### src/rtl/eth_tx_pkg.sv
// Shared types and constants for the Ethernet TX frame arbiter.
package eth_tx_pkg;

    localparam int unsigned DATA_W      = 8;
    localparam int unsigned CNT_W       = 16;
    localparam int unsigned GAP_W       = 8;
    localparam int unsigned IFG_DEFAULT = 12;

    typedef enum logic [1:0] {
        IDLE = 2'd0,
        XFER = 2'd1,
        GAP  = 2'd2
    } state_e;

    // One AXIS beat as seen on the merged output.
    typedef struct packed {
        logic [DATA_W-1:0] tdata;
        logic              tlast;
        logic              tuser;
    } axis_beat_t;

endpackage

### src/rtl/eth_tx_frame_arbiter_if.sv
// Source-side and merged-side AXIS byte streams of the TX frame arbiter.
interface eth_tx_frame_arbiter_if #(
    parameter int unsigned NUM_SRC = 2
) ();
    import eth_tx_pkg::*;

    logic [DATA_W*NUM_SRC-1:0] s_axis_tdata;
    logic [NUM_SRC-1:0]        s_axis_tvalid;
    logic [NUM_SRC-1:0]        s_axis_tlast;
    logic [NUM_SRC-1:0]        s_axis_tuser;
    logic [NUM_SRC-1:0]        s_axis_tready;

    logic [DATA_W-1:0]         m_axis_tdata;
    logic                      m_axis_tvalid;
    logic                      m_axis_tlast;
    logic                      m_axis_tuser;
    logic                      m_axis_tready;

    // Arbiter side: consumes the sources, drives the merged stream.
    modport master (
        input  s_axis_tdata, s_axis_tvalid, s_axis_tlast, s_axis_tuser, m_axis_tready,
        output s_axis_tready, m_axis_tdata, m_axis_tvalid, m_axis_tlast, m_axis_tuser
    );

    // Environment side: drives the sources, consumes the merged stream.
    modport slave (
        output s_axis_tdata, s_axis_tvalid, s_axis_tlast, s_axis_tuser, m_axis_tready,
        input  s_axis_tready, m_axis_tdata, m_axis_tvalid, m_axis_tlast, m_axis_tuser
    );

endinterface

### src/rtl/eth_rr_sel.sv
// Round-robin selector: first requester after the last granted index.
module eth_rr_sel #(
    parameter  int unsigned NUM_SRC = 2,
    localparam int unsigned IDX_W   = $clog2(NUM_SRC)
) (
    input  logic [NUM_SRC-1:0] req,
    input  logic [IDX_W-1:0]   last,
    output logic [NUM_SRC-1:0] gnt,
    output logic [IDX_W-1:0]   idx,
    output logic               any
);

    // Scan last+1 .. last+NUM_SRC (mod NUM_SRC); the first hit wins.
    always_comb begin
        int unsigned cand;
        gnt  = '0;
        idx  = '0;
        any  = 1'b0;
        cand = 0;
        for (int unsigned off = 1; off <= NUM_SRC; off++) begin
            cand = (32'(last) + off) % NUM_SRC;
            if (!any && req[IDX_W'(cand)]) begin
                any                = 1'b1;
                idx                = IDX_W'(cand);
                gnt[IDX_W'(cand)]  = 1'b1;
            end
        end
    end

endmodule

### src/rtl/eth_tx_frame_arbiter.sv
// Frame-atomic round-robin merge of NUM_SRC AXIS byte sources with inter-frame gap.
module eth_tx_frame_arbiter
    import eth_tx_pkg::*;
#(
    parameter int unsigned NUM_SRC    = 2,
    parameter int unsigned IFG_CYCLES = IFG_DEFAULT
) (
    input  logic                     m_clk_i,
    input  logic                     m_rstn_i,
    input  logic                     en_i,
    eth_tx_frame_arbiter_if.master   bus,
    output logic [NUM_SRC-1:0]       grant_o,
    output logic                     busy_o,
    output logic [CNT_W-1:0]         frame_cnt_o,
    output logic [CNT_W-1:0]         err_cnt_o
);

    localparam int unsigned IDX_W    = $clog2(NUM_SRC);
    localparam int unsigned GAP_LOAD = (IFG_CYCLES > 0) ? IFG_CYCLES - 1 : 0;

    state_e             state_q, state_d;
    logic [NUM_SRC-1:0] grant_q, grant_d;
    logic [IDX_W-1:0]   last_q, last_d;
    logic [GAP_W-1:0]   gap_q, gap_d;
    logic               err_q, err_d;
    logic               busy_q, busy_d;
    logic [CNT_W-1:0]   frame_cnt_q, frame_cnt_d;
    logic [CNT_W-1:0]   err_cnt_q, err_cnt_d;

    logic [NUM_SRC-1:0] rr_gnt;
    logic [IDX_W-1:0]   rr_idx;
    logic               rr_any;

    axis_beat_t         sel_beat;
    logic               sel_valid;
    logic               beat;

    eth_rr_sel #(
        .NUM_SRC (NUM_SRC)
    ) u_rr_sel (
        .req  (bus.s_axis_tvalid),
        .last (last_q),
        .gnt  (rr_gnt),
        .idx  (rr_idx),
        .any  (rr_any)
    );

    // Output mux: in XFER the owner (last_q) is wired straight through; otherwise all quiet.
    always_comb begin
        sel_beat           = '0;
        sel_valid          = 1'b0;
        bus.m_axis_tdata   = '0;
        bus.m_axis_tvalid  = 1'b0;
        bus.m_axis_tlast   = 1'b0;
        bus.m_axis_tuser   = 1'b0;
        bus.s_axis_tready  = '0;
        if (state_q == XFER) begin
            sel_beat.tdata    = bus.s_axis_tdata[{last_q, 3'b000} +: DATA_W];
            sel_beat.tlast    = bus.s_axis_tlast[last_q];
            sel_beat.tuser    = bus.s_axis_tuser[last_q];
            sel_valid         = bus.s_axis_tvalid[last_q];
            bus.m_axis_tdata  = sel_beat.tdata;
            bus.m_axis_tvalid = sel_valid;
            bus.m_axis_tlast  = sel_beat.tlast;
            bus.m_axis_tuser  = sel_beat.tuser;
            bus.s_axis_tready[last_q] = bus.m_axis_tready;
        end
    end

    assign beat = sel_valid & bus.m_axis_tready;

    // Next-state, grant, gap timer and frame/error accounting.
    always_comb begin
        state_d     = state_q;
        grant_d     = grant_q;
        last_d      = last_q;
        gap_d       = gap_q;
        err_d       = err_q;
        frame_cnt_d = frame_cnt_q;
        err_cnt_d   = err_cnt_q;
        unique case (state_q)
            IDLE: begin
                if (en_i && rr_any) begin
                    state_d = XFER;
                    grant_d = rr_gnt;
                    last_d  = rr_idx;
                    err_d   = 1'b0;
                end
            end
            XFER: begin
                if (beat) begin
                    if (sel_beat.tuser) begin
                        err_d = 1'b1;
                    end
                    if (sel_beat.tlast) begin
                        frame_cnt_d = frame_cnt_q + CNT_W'(1);
                        if (err_q || sel_beat.tuser) begin
                            err_cnt_d = err_cnt_q + CNT_W'(1);
                        end
                        if (IFG_CYCLES != 0) begin
                            state_d = GAP;
                            gap_d   = GAP_W'(GAP_LOAD);
                        end else begin
                            state_d = IDLE;
                            grant_d = '0;
                        end
                    end
                end
            end
            GAP: begin
                if (gap_q == '0) begin
                    state_d = IDLE;
                    grant_d = '0;
                end else begin
                    gap_d = gap_q - GAP_W'(1);
                end
            end
            default: begin
                state_d = IDLE;
                grant_d = '0;
            end
        endcase
        busy_d = (state_d != IDLE);
    end

    // State and bookkeeping registers; source 0 wins the first arbitration after reset.
    always_ff @(posedge m_clk_i or negedge m_rstn_i) begin
        if (!m_rstn_i) begin
            state_q     <= IDLE;
            grant_q     <= '0;
            last_q      <= IDX_W'(NUM_SRC - 1);
            gap_q       <= '0;
            err_q       <= 1'b0;
            busy_q      <= 1'b0;
            frame_cnt_q <= '0;
            err_cnt_q   <= '0;
        end else begin
            state_q     <= state_d;
            grant_q     <= grant_d;
            last_q      <= last_d;
            gap_q       <= gap_d;
            err_q       <= err_d;
            busy_q      <= busy_d;
            frame_cnt_q <= frame_cnt_d;
            err_cnt_q   <= err_cnt_d;
        end
    end

    assign grant_o     = grant_q;
    assign busy_o      = busy_q;
    assign frame_cnt_o = frame_cnt_q;
    assign err_cnt_o   = err_cnt_q;

endmodule

### src/flat_wrapper.sv
// flat-port wrapper written by rule: the top's interface ports become plain ports
module eth_tx_frame_arbiter_flat import eth_tx_pkg::*;
#(
    parameter int unsigned NUM_SRC    = 2,
    parameter int unsigned IFG_CYCLES = IFG_DEFAULT
)
  (m_clk_i, m_rstn_i, en_i, grant_o, busy_o, frame_cnt_o, err_cnt_o, bus_s_axis_tdata, bus_s_axis_tvalid, bus_s_axis_tlast, bus_s_axis_tuser, bus_m_axis_tready, bus_s_axis_tready, bus_m_axis_tdata, bus_m_axis_tvalid, bus_m_axis_tlast, bus_m_axis_tuser);
  eth_tx_frame_arbiter_if #(.NUM_SRC(NUM_SRC)) bus_i ();
  input  logic m_clk_i;
  input  logic m_rstn_i;
  input  logic en_i;
  output logic [NUM_SRC-1:0] grant_o;
  output logic busy_o;
  output logic [CNT_W-1:0] frame_cnt_o;
  output logic [CNT_W-1:0] err_cnt_o;
  input wire logic [$bits(bus_i.s_axis_tdata)-1:0] bus_s_axis_tdata;
  input wire logic [$bits(bus_i.s_axis_tvalid)-1:0] bus_s_axis_tvalid;
  input wire logic [$bits(bus_i.s_axis_tlast)-1:0] bus_s_axis_tlast;
  input wire logic [$bits(bus_i.s_axis_tuser)-1:0] bus_s_axis_tuser;
  input wire logic [$bits(bus_i.m_axis_tready)-1:0] bus_m_axis_tready;
  output wire logic [$bits(bus_i.s_axis_tready)-1:0] bus_s_axis_tready;
  output wire logic [$bits(bus_i.m_axis_tdata)-1:0] bus_m_axis_tdata;
  output wire logic [$bits(bus_i.m_axis_tvalid)-1:0] bus_m_axis_tvalid;
  output wire logic [$bits(bus_i.m_axis_tlast)-1:0] bus_m_axis_tlast;
  output wire logic [$bits(bus_i.m_axis_tuser)-1:0] bus_m_axis_tuser;
  assign bus_i.s_axis_tdata = bus_s_axis_tdata;
  assign bus_i.s_axis_tvalid = bus_s_axis_tvalid;
  assign bus_i.s_axis_tlast = bus_s_axis_tlast;
  assign bus_i.s_axis_tuser = bus_s_axis_tuser;
  assign bus_i.m_axis_tready = bus_m_axis_tready;
  assign bus_s_axis_tready = bus_i.s_axis_tready;
  assign bus_m_axis_tdata = bus_i.m_axis_tdata;
  assign bus_m_axis_tvalid = bus_i.m_axis_tvalid;
  assign bus_m_axis_tlast = bus_i.m_axis_tlast;
  assign bus_m_axis_tuser = bus_i.m_axis_tuser;
  eth_tx_frame_arbiter #(.NUM_SRC(NUM_SRC), .IFG_CYCLES(IFG_CYCLES)) u_core (.m_clk_i(m_clk_i), .m_rstn_i(m_rstn_i), .en_i(en_i), .bus(bus_i), .grant_o(grant_o), .busy_o(busy_o), .frame_cnt_o(frame_cnt_o), .err_cnt_o(err_cnt_o));
endmodule
### config.mk
export PLATFORM = sky130hd
export DESIGN_NAME = eth_tx_frame_arbiter_flat
export DESIGN_NICKNAME = d
export VERILOG_FILES = /design/src/rtl/eth_tx_pkg.sv /design/src/rtl/eth_tx_frame_arbiter_if.sv /design/src/rtl/eth_rr_sel.sv /design/src/rtl/eth_tx_frame_arbiter.sv /design/src/flat_wrapper.sv
export SDC_FILE = /design/constraint.sdc
export NUM_CORES = 1
export LEC_CHECK = 0
export CELL_PAD_IN_SITES_DETAIL_PLACEMENT = 2
export CELL_PAD_IN_SITES_GLOBAL_PLACEMENT = 2
export CORE_UTILIZATION = 40
export CTS_BUF_LIST = sky130_fd_sc_hd__clkbuf_4
export DETAILED_ROUTE_END_ITERATION = 8
export DONT_BUFFER_PORTS = 1
export PLACE_DENSITY = 0.81
export SYNTH_ARGS = -nofsm -noshare
export SYNTH_HDL_FRONTEND = slang
export SYNTH_SLANG_ARGS = --single-unit
### constraint.sdc
create_clock -name m_clk_i -period 2.2 [get_ports m_clk_i]
set_input_delay 0.44 -clock m_clk_i [delete_from_list [all_inputs] [get_ports m_clk_i]]
set_output_delay 0.44 -clock m_clk_i [all_outputs]
set_load 0.02 [all_outputs]
**After elaboration in Yosys (flattened, before gate mapping)**

Cells that the tools add are included.

- Add/subtract/negate cells: 5
- Magnitude comparators: 6
- Equality and inequality tests: 8
- Shift operators: 1
- Mux-type cells: 44
- Bitwise gates (word level): 4
- Reduce and logical (&&, ||, !) cells: 18

Operator list:

| cell | count |
|---|---|
| 16-bit by 1-bit adder with 16-bit output, second input constant | 2 |
| 8-bit 2-to-1 mux | 4 |
| 1-bit 2-to-1 mux | 23 |
| 2-bit 2-to-1 mux | 10 |
| 8-bit one-hot mux with 2 select lines | 1 |
| 16-bit by 5-bit variable part select with 8-bit output | 1 |
| 2-bit one-hot mux with 3 select lines | 2 |
| 4-bit AND reduction | 3 |
| 2-bit by 1-bit inequality test with 1-bit output, second input constant | 5 |
| 8-bit logical NOT | 1 |
| 8-bit by 1-bit subtractor with 8-bit output, second input constant | 1 |
| 1-bit by 2-bit < comparator with 1-bit output, second input constant | 3 |
| 3-bit AND reduction | 2 |
| 2-bit nonzero test | 3 |
| 1-bit logical AND | 5 |
| 1-bit demux with 1-bit select | 3 |
| 1-bit >= comparator, second input constant | 3 |
| 1-bit adder, second input constant | 2 |
| 2-bit bitwise AND | 1 |
| 2-bit by 1-bit equality test with 1-bit output, second input constant | 1 |
| 2-bit equality test, second input constant | 1 |
| 2-bit logical NOT | 1 |
| 2-bit inequality test, second input constant | 1 |
| 2-bit OR | 1 |
| other kinds (6) | 6 |

- Bits in registers: 47
- Logic and storage cells: 94

**Depth between registers and ports, before layout**

- Depth in word-level cells: 11
- Depth in mapped cells: 6

**Hierarchy**

Synthesis repeated with hierarchy kept, for this count alone.

- Cell total of the unflattened synthesis: 235
- Area total of the unflattened synthesis: 2,413.6 um2

By module, submodules not included:

| module | instances | cells an instance | area each (um2) |
|---|---|---|---|
| eth_tx_frame_arbiter | 1 | 230 | 2,381.0 |
| eth_rr_sel | 1 | 5 | 32.5 |

**Worst setup path before layout**

Ideal clock, no wire load.

- Kind: reg-to-output
- From: reg u_core.last_q
- To: out bus_m_axis_tvalid
- Arrival time: 1,467 ps
- Data required time: 1,760 ps
- Path slack: 293 ps
- Stages on the path, launching flop included: 4
- Buffers on the path: 1
- Cells stage by stage: dfstp_2 buf_6 mux2i_1 nor2_1

- Word-level cells in the longest chain between the ends: 3

RTL lines:

| element | line | source |
|---|---|---|
| from (decl) | eth_tx_frame_arbiter.sv:23 | `logic [IDX_W-1:0] last_q, last_d;` |
| from (signal assigned) | eth_tx_frame_arbiter.sv:131 | `last_q <= IDX_W'(NUM_SRC - 1);` |
| from (signal assigned) | eth_tx_frame_arbiter.sv:140 | `last_q <= last_d;` |
| 1-bit 2-to-1 mux (implied by the code) (2 in series) | eth_tx_frame_arbiter.sv:61 | `sel_valid = bus.s_axis_tvalid[last_q];` |
| 1-bit 2-to-1 mux | eth_tx_frame_arbiter.sv:57 | `if (state_q == XFER) begin` |
| to (decl) | flat_wrapper.sv:23 | `output wire logic [$bits(bus_i.m_axis_tvalid)-1:0] bus_m_axis_tvalid;` |

Every way passes these cells. The select of a mux whose other input is x is not followed.

**Final worst setup path**

Ends and elaborated chain as after synthesis.

==> key figures <==
Run status
  • Run status: finished clean

Yosys
  • Post-synthesis mux area share: about 6.3%
  • Area of the mapped netlist: ~0.0025 mm2
  • Seq cells post-synth: 47
  • Synth async-reset ratio: 100.0%
  • Area fraction in compound gates after synthesis: 6.499%
  • Dominant combinational cell family by area after synthesis: simple AND/OR/NAND/NOR gates
  • Average size of a mapped cell: approximately 11 um2
  • Synthesis warning total: 0
  • Sequential element share of the synthesized area: between 40% and 50%
  • Number of standard cells after synthesis: about 230
  • Number of flops mapped to enable cells by yosys: 0
  • Synthesized-area fraction occupied by xor and xnor cells: between 10% and 20%
  • Flip-flop cell with the highest count after synthesis: dfrtp_1
  • Area fraction in and, or, nand and nor cells after synthesis: around a quarter
  • Net count of the mapped netlist: 264
  • Number of distinct library cells after synthesis: 45
  • Adder-Cell Fraction of Synth Area: between 2 and 2.5%

Placed design
  • Port Buffer Count: 0
  • Half-perimeter wire length after placement: between 4000 and 5000 um
  • Placer Congestion: between 0.7 and 0.8
  • Count of placed standard cells including taps: roughly 310

Power and ir drop
  • Worst-case vdd ir drop: about 0.00061 V
  • Standby leakage power: ~1.2 nW
  • Total power after layout: a little under 3 mW
  • PwrDens: about 1100 mW/mm2

STA
  • Worst Hold Margin: approximately 0.11 ns
  • Post-route clock skew: between 0.01 and 0.015 ns
  • Achievable clock frequency: 469.7 MHz
  • Final worst-path cycle share: between 90% and 100%
  • Unrepaired setup endpoints after global routing: true
  • Finish-stage setup viols: 0
  • Final slew viol count: 0
  • Remaining max-slew budget at the tightest pin: about 56%
  • Final critical path time including I/O delays and setup: 2.129 ns
  • Final count of hold timing violations: 0
  • Slew @ Worst Pin: roughly 0.65 ns

Drt
  • Remaining antenna violation count after routing: 0
  • Routed via count: 1,831
  • # DRC: 0
  • Average detailed-routed wire length per instance: 18.49 um
  • Total length of routed wires: 5954 um
  • Via density per instance: 5.686
  • Detailed-router iteration count before antenna repair: 3
  • Initial DRC count: 81

Finish
  • Share of post-route cells with drive strength above 1: between 10% and 20%
  • Most frequent standard cell in the layout excluding fill and tap cells: dfrtp_1
  • Area taken by flip-flops and latches: around 0.0012 mm2
  • Most frequent cells in the layout: dfrtp_1, nand2_1, xnor2_1
  • Layout Area Growth over Synthesis: 9.723%
  • Count of placed standard cells in the final layout, fillers left out: 322
  • Utilization of the core after routing: 45.76%
  • Layout filler cell count: 628
  • # diodes: 0
  • Net count of the finished layout: about 280
  • Area of combinational cells with multiple inputs: about 0.0013 mm2

GRT
  • Pin count of the biggest net entering global routing: 48
  • Via count of the first global-routing pass: slightly below 2k
  • Total global routing track utilization: about a fifth
  • GRT Residual Overflow: 0
  • Number of antenna violations at the first check in global routing: 0
  • Global-route wire length before repair: between 9000 and 10,000 um

Clock tree
  • Buffers from clock root to sink, at most: 2
  • Buffers inserted by post-CTS timing repair: 0
  • Clock-pin slew reported for the worst setup and hold paths after clock tree synthesis: about 0.14 ns
  • Clock tree from TritonCTS: done
  • Clock latency of the later-clocked register in the worst-skew pair: around 0.37 ns
  • Clk sink count: 47
  • Clock tree root driver cell: clkbuf_4
  • CTS H-Tree Depth: 2
  • TritonCTS buffer count: 5

Worst hold path
  • Kind of path behind the tightest hold check: primary input to register

Floorplanning
  • DIE AREA: roughly 0.0065 mm2
  • Vertical die dimension: roughly 81 um
  • # IOs: 74
  • Horizontal extent of the die: slightly above 80 um
  • Core outline area: a little under 0.006 mm2
  • Effective utilization at floorplan: between 40% and 50%
  • Row count: 28

Setup path
  • Critical path, cell by cell: mux2i_1 > buf_4 > nor2_1 > buf_4
  • Slowest stage delay, CP: 0.67 ns
  • Data required time at the worst endpoint: 1.76 ns
  • Crit Path Class: register to primary output
  • Worst Setup EP: bus_m_axis_tvalid
  • Timing startpoint of the critical path: u_core.last_q
  • RR Endpoint: u_core.gap_q[5]
  • Worst-case reg-to-reg path depth: 6
  • Register-to-register path setup slack: 0.12 ns
  • Kind of launch point of the worst setup path: register
  • Reg2reg start: u_core.gap_q[0]
  • Most Frequent Cell on Critical Path: buf_4
  • Slowest library cell on the worst path: dfstp_2
  • Crit path max fanout: 8
  • Endpoint class of the critical path: primary output
  • Worst path arrival time: 1.69 ns

Run
  • Max-cap viol count: 0
==> worst min path at each step <==
stage	start	end	slack, ns	cells after the start
6_report	bus_s_axis_tvalid[0]	u_core.last_q	0.11	1
5_1_grt	bus_s_axis_tvalid[0]	u_core.last_q	0.1	1
4_1_cts	bus_s_axis_tvalid[0]	u_core.last_q	0.09	1
3_5_place_dp	m_rstn_i	u_core.gap_q[7]	0.15	0
3_3_place_gp	m_rstn_i	u_core.gap_q[7]	0.15	0
2_1_floorplan	m_rstn_i	u_core.busy_o	0.14	0
==> worst max-delay path: cells and delay by family, from the launching register on <==
kind	cells	cell delay (ns)
muxes	1	0.23
and+or+nand+nor	1	0.07
buffers and inverters	2	0.36
DFF	1	0.67
==> cells in the mapped netlist, types with 2 or more instances <==
cell type,instances,share of area [%]
nor2_1,22,3.3
mux2i_1,12,4.8
xnor2_1,17,6.0
nand4_1,8,2.0
clkbuf_1,2,0.30
a211oi_1,2,0.60
nand3b_1,3,0.91
or3_1,2,0.50
nor4_4,2,1.7
nand2_1,22,3.3
nor3_1,7,1.4
and3_1,4,1.0
a21oi_1,5,1.0
nand3_1,13,2.6
buf_2,2,0.40
o21ai_0,7,1.4
nor4_1,6,1.5
buf_6,2,0.91
ha_1,4,2.0
mux2_2,2,0.91
xor2_1,16,5.6
dfrtp_1,46,46
inv_1,6,0.91
==> sequential cells by signal, indices dropped and copies added (netlist names) <==
name / cells
u_core.busy_o: 1
u_core.err_cnt_o: 16
u_core.err_q: 1
u_core.frame_cnt_o: 16
u_core.gap_q: 8
u_core.grant_o: 2
u_core.last_q: 1
u_core.state_q: 2
==> routing by layer <==
metal | vias up | GRT usage, % | share of wire, %
li1 | 857 | - | -
met1 | 911 | 25.39 | 45
met2 | 57 | 32.71 | 48
met3 | 6 | 5.730 | 5.9
met4 | 0 | 4.821 | 1.0
met5 | - | 0 | 0
==> per-stage QoR <==
step                setup slack [ns]  setup TNS [ns]  area (um2)
floorplan                     0.2930               0        2484
global placement              0.2296               0        2605
detailed placement            0.1525               0        2605
CTS                          0.02508               0        2703
global route               -0.006154       -0.006154        2725
finish                       0.07117               0        2725
==> kinds of logic after synthesis <==
family                   count (synthesis)
flip-flops                              47
adder cells (fa/ha/maj)                  4
buffers and inverters                   12
multiplexers                            15
AND/OR/NAND/NOR                        102
AO/OA/AOI/OAI                           21
XOR/XNOR                                33
==> what timing repair did <==
| action | CTS | global route |
|---|---|---|
| endpoints found under the setup margin | 1 | 10 |
| resized for setup | 1 | 9 |
| hold buffers | 2 | 0 |
| endpoints found under the hold margin | 47 | 0 |
==> power breakdown <==
part           switching (mW)  total (mW)  internal (mW)
clock                   0.298       0.422          0.123
sequential              0.372        1.41           1.04
combinational           0.689        1.11          0.420
total                    1.36        2.95           1.59
==> layout make-up <==
type | count | share of cell area, %
Tap cell | 75 | 3.444
Sequential cell | 47 | 43.20
Inverter | 6 | 0.8264
Clock buffer | 5 | 1.377
Clock inverter | 3 | 0.7346
Timing Repair Buffer | 11 | 3.857
Multi-Input combinational cell | 175 | 46.56
(Power assumes the default switching activity.)
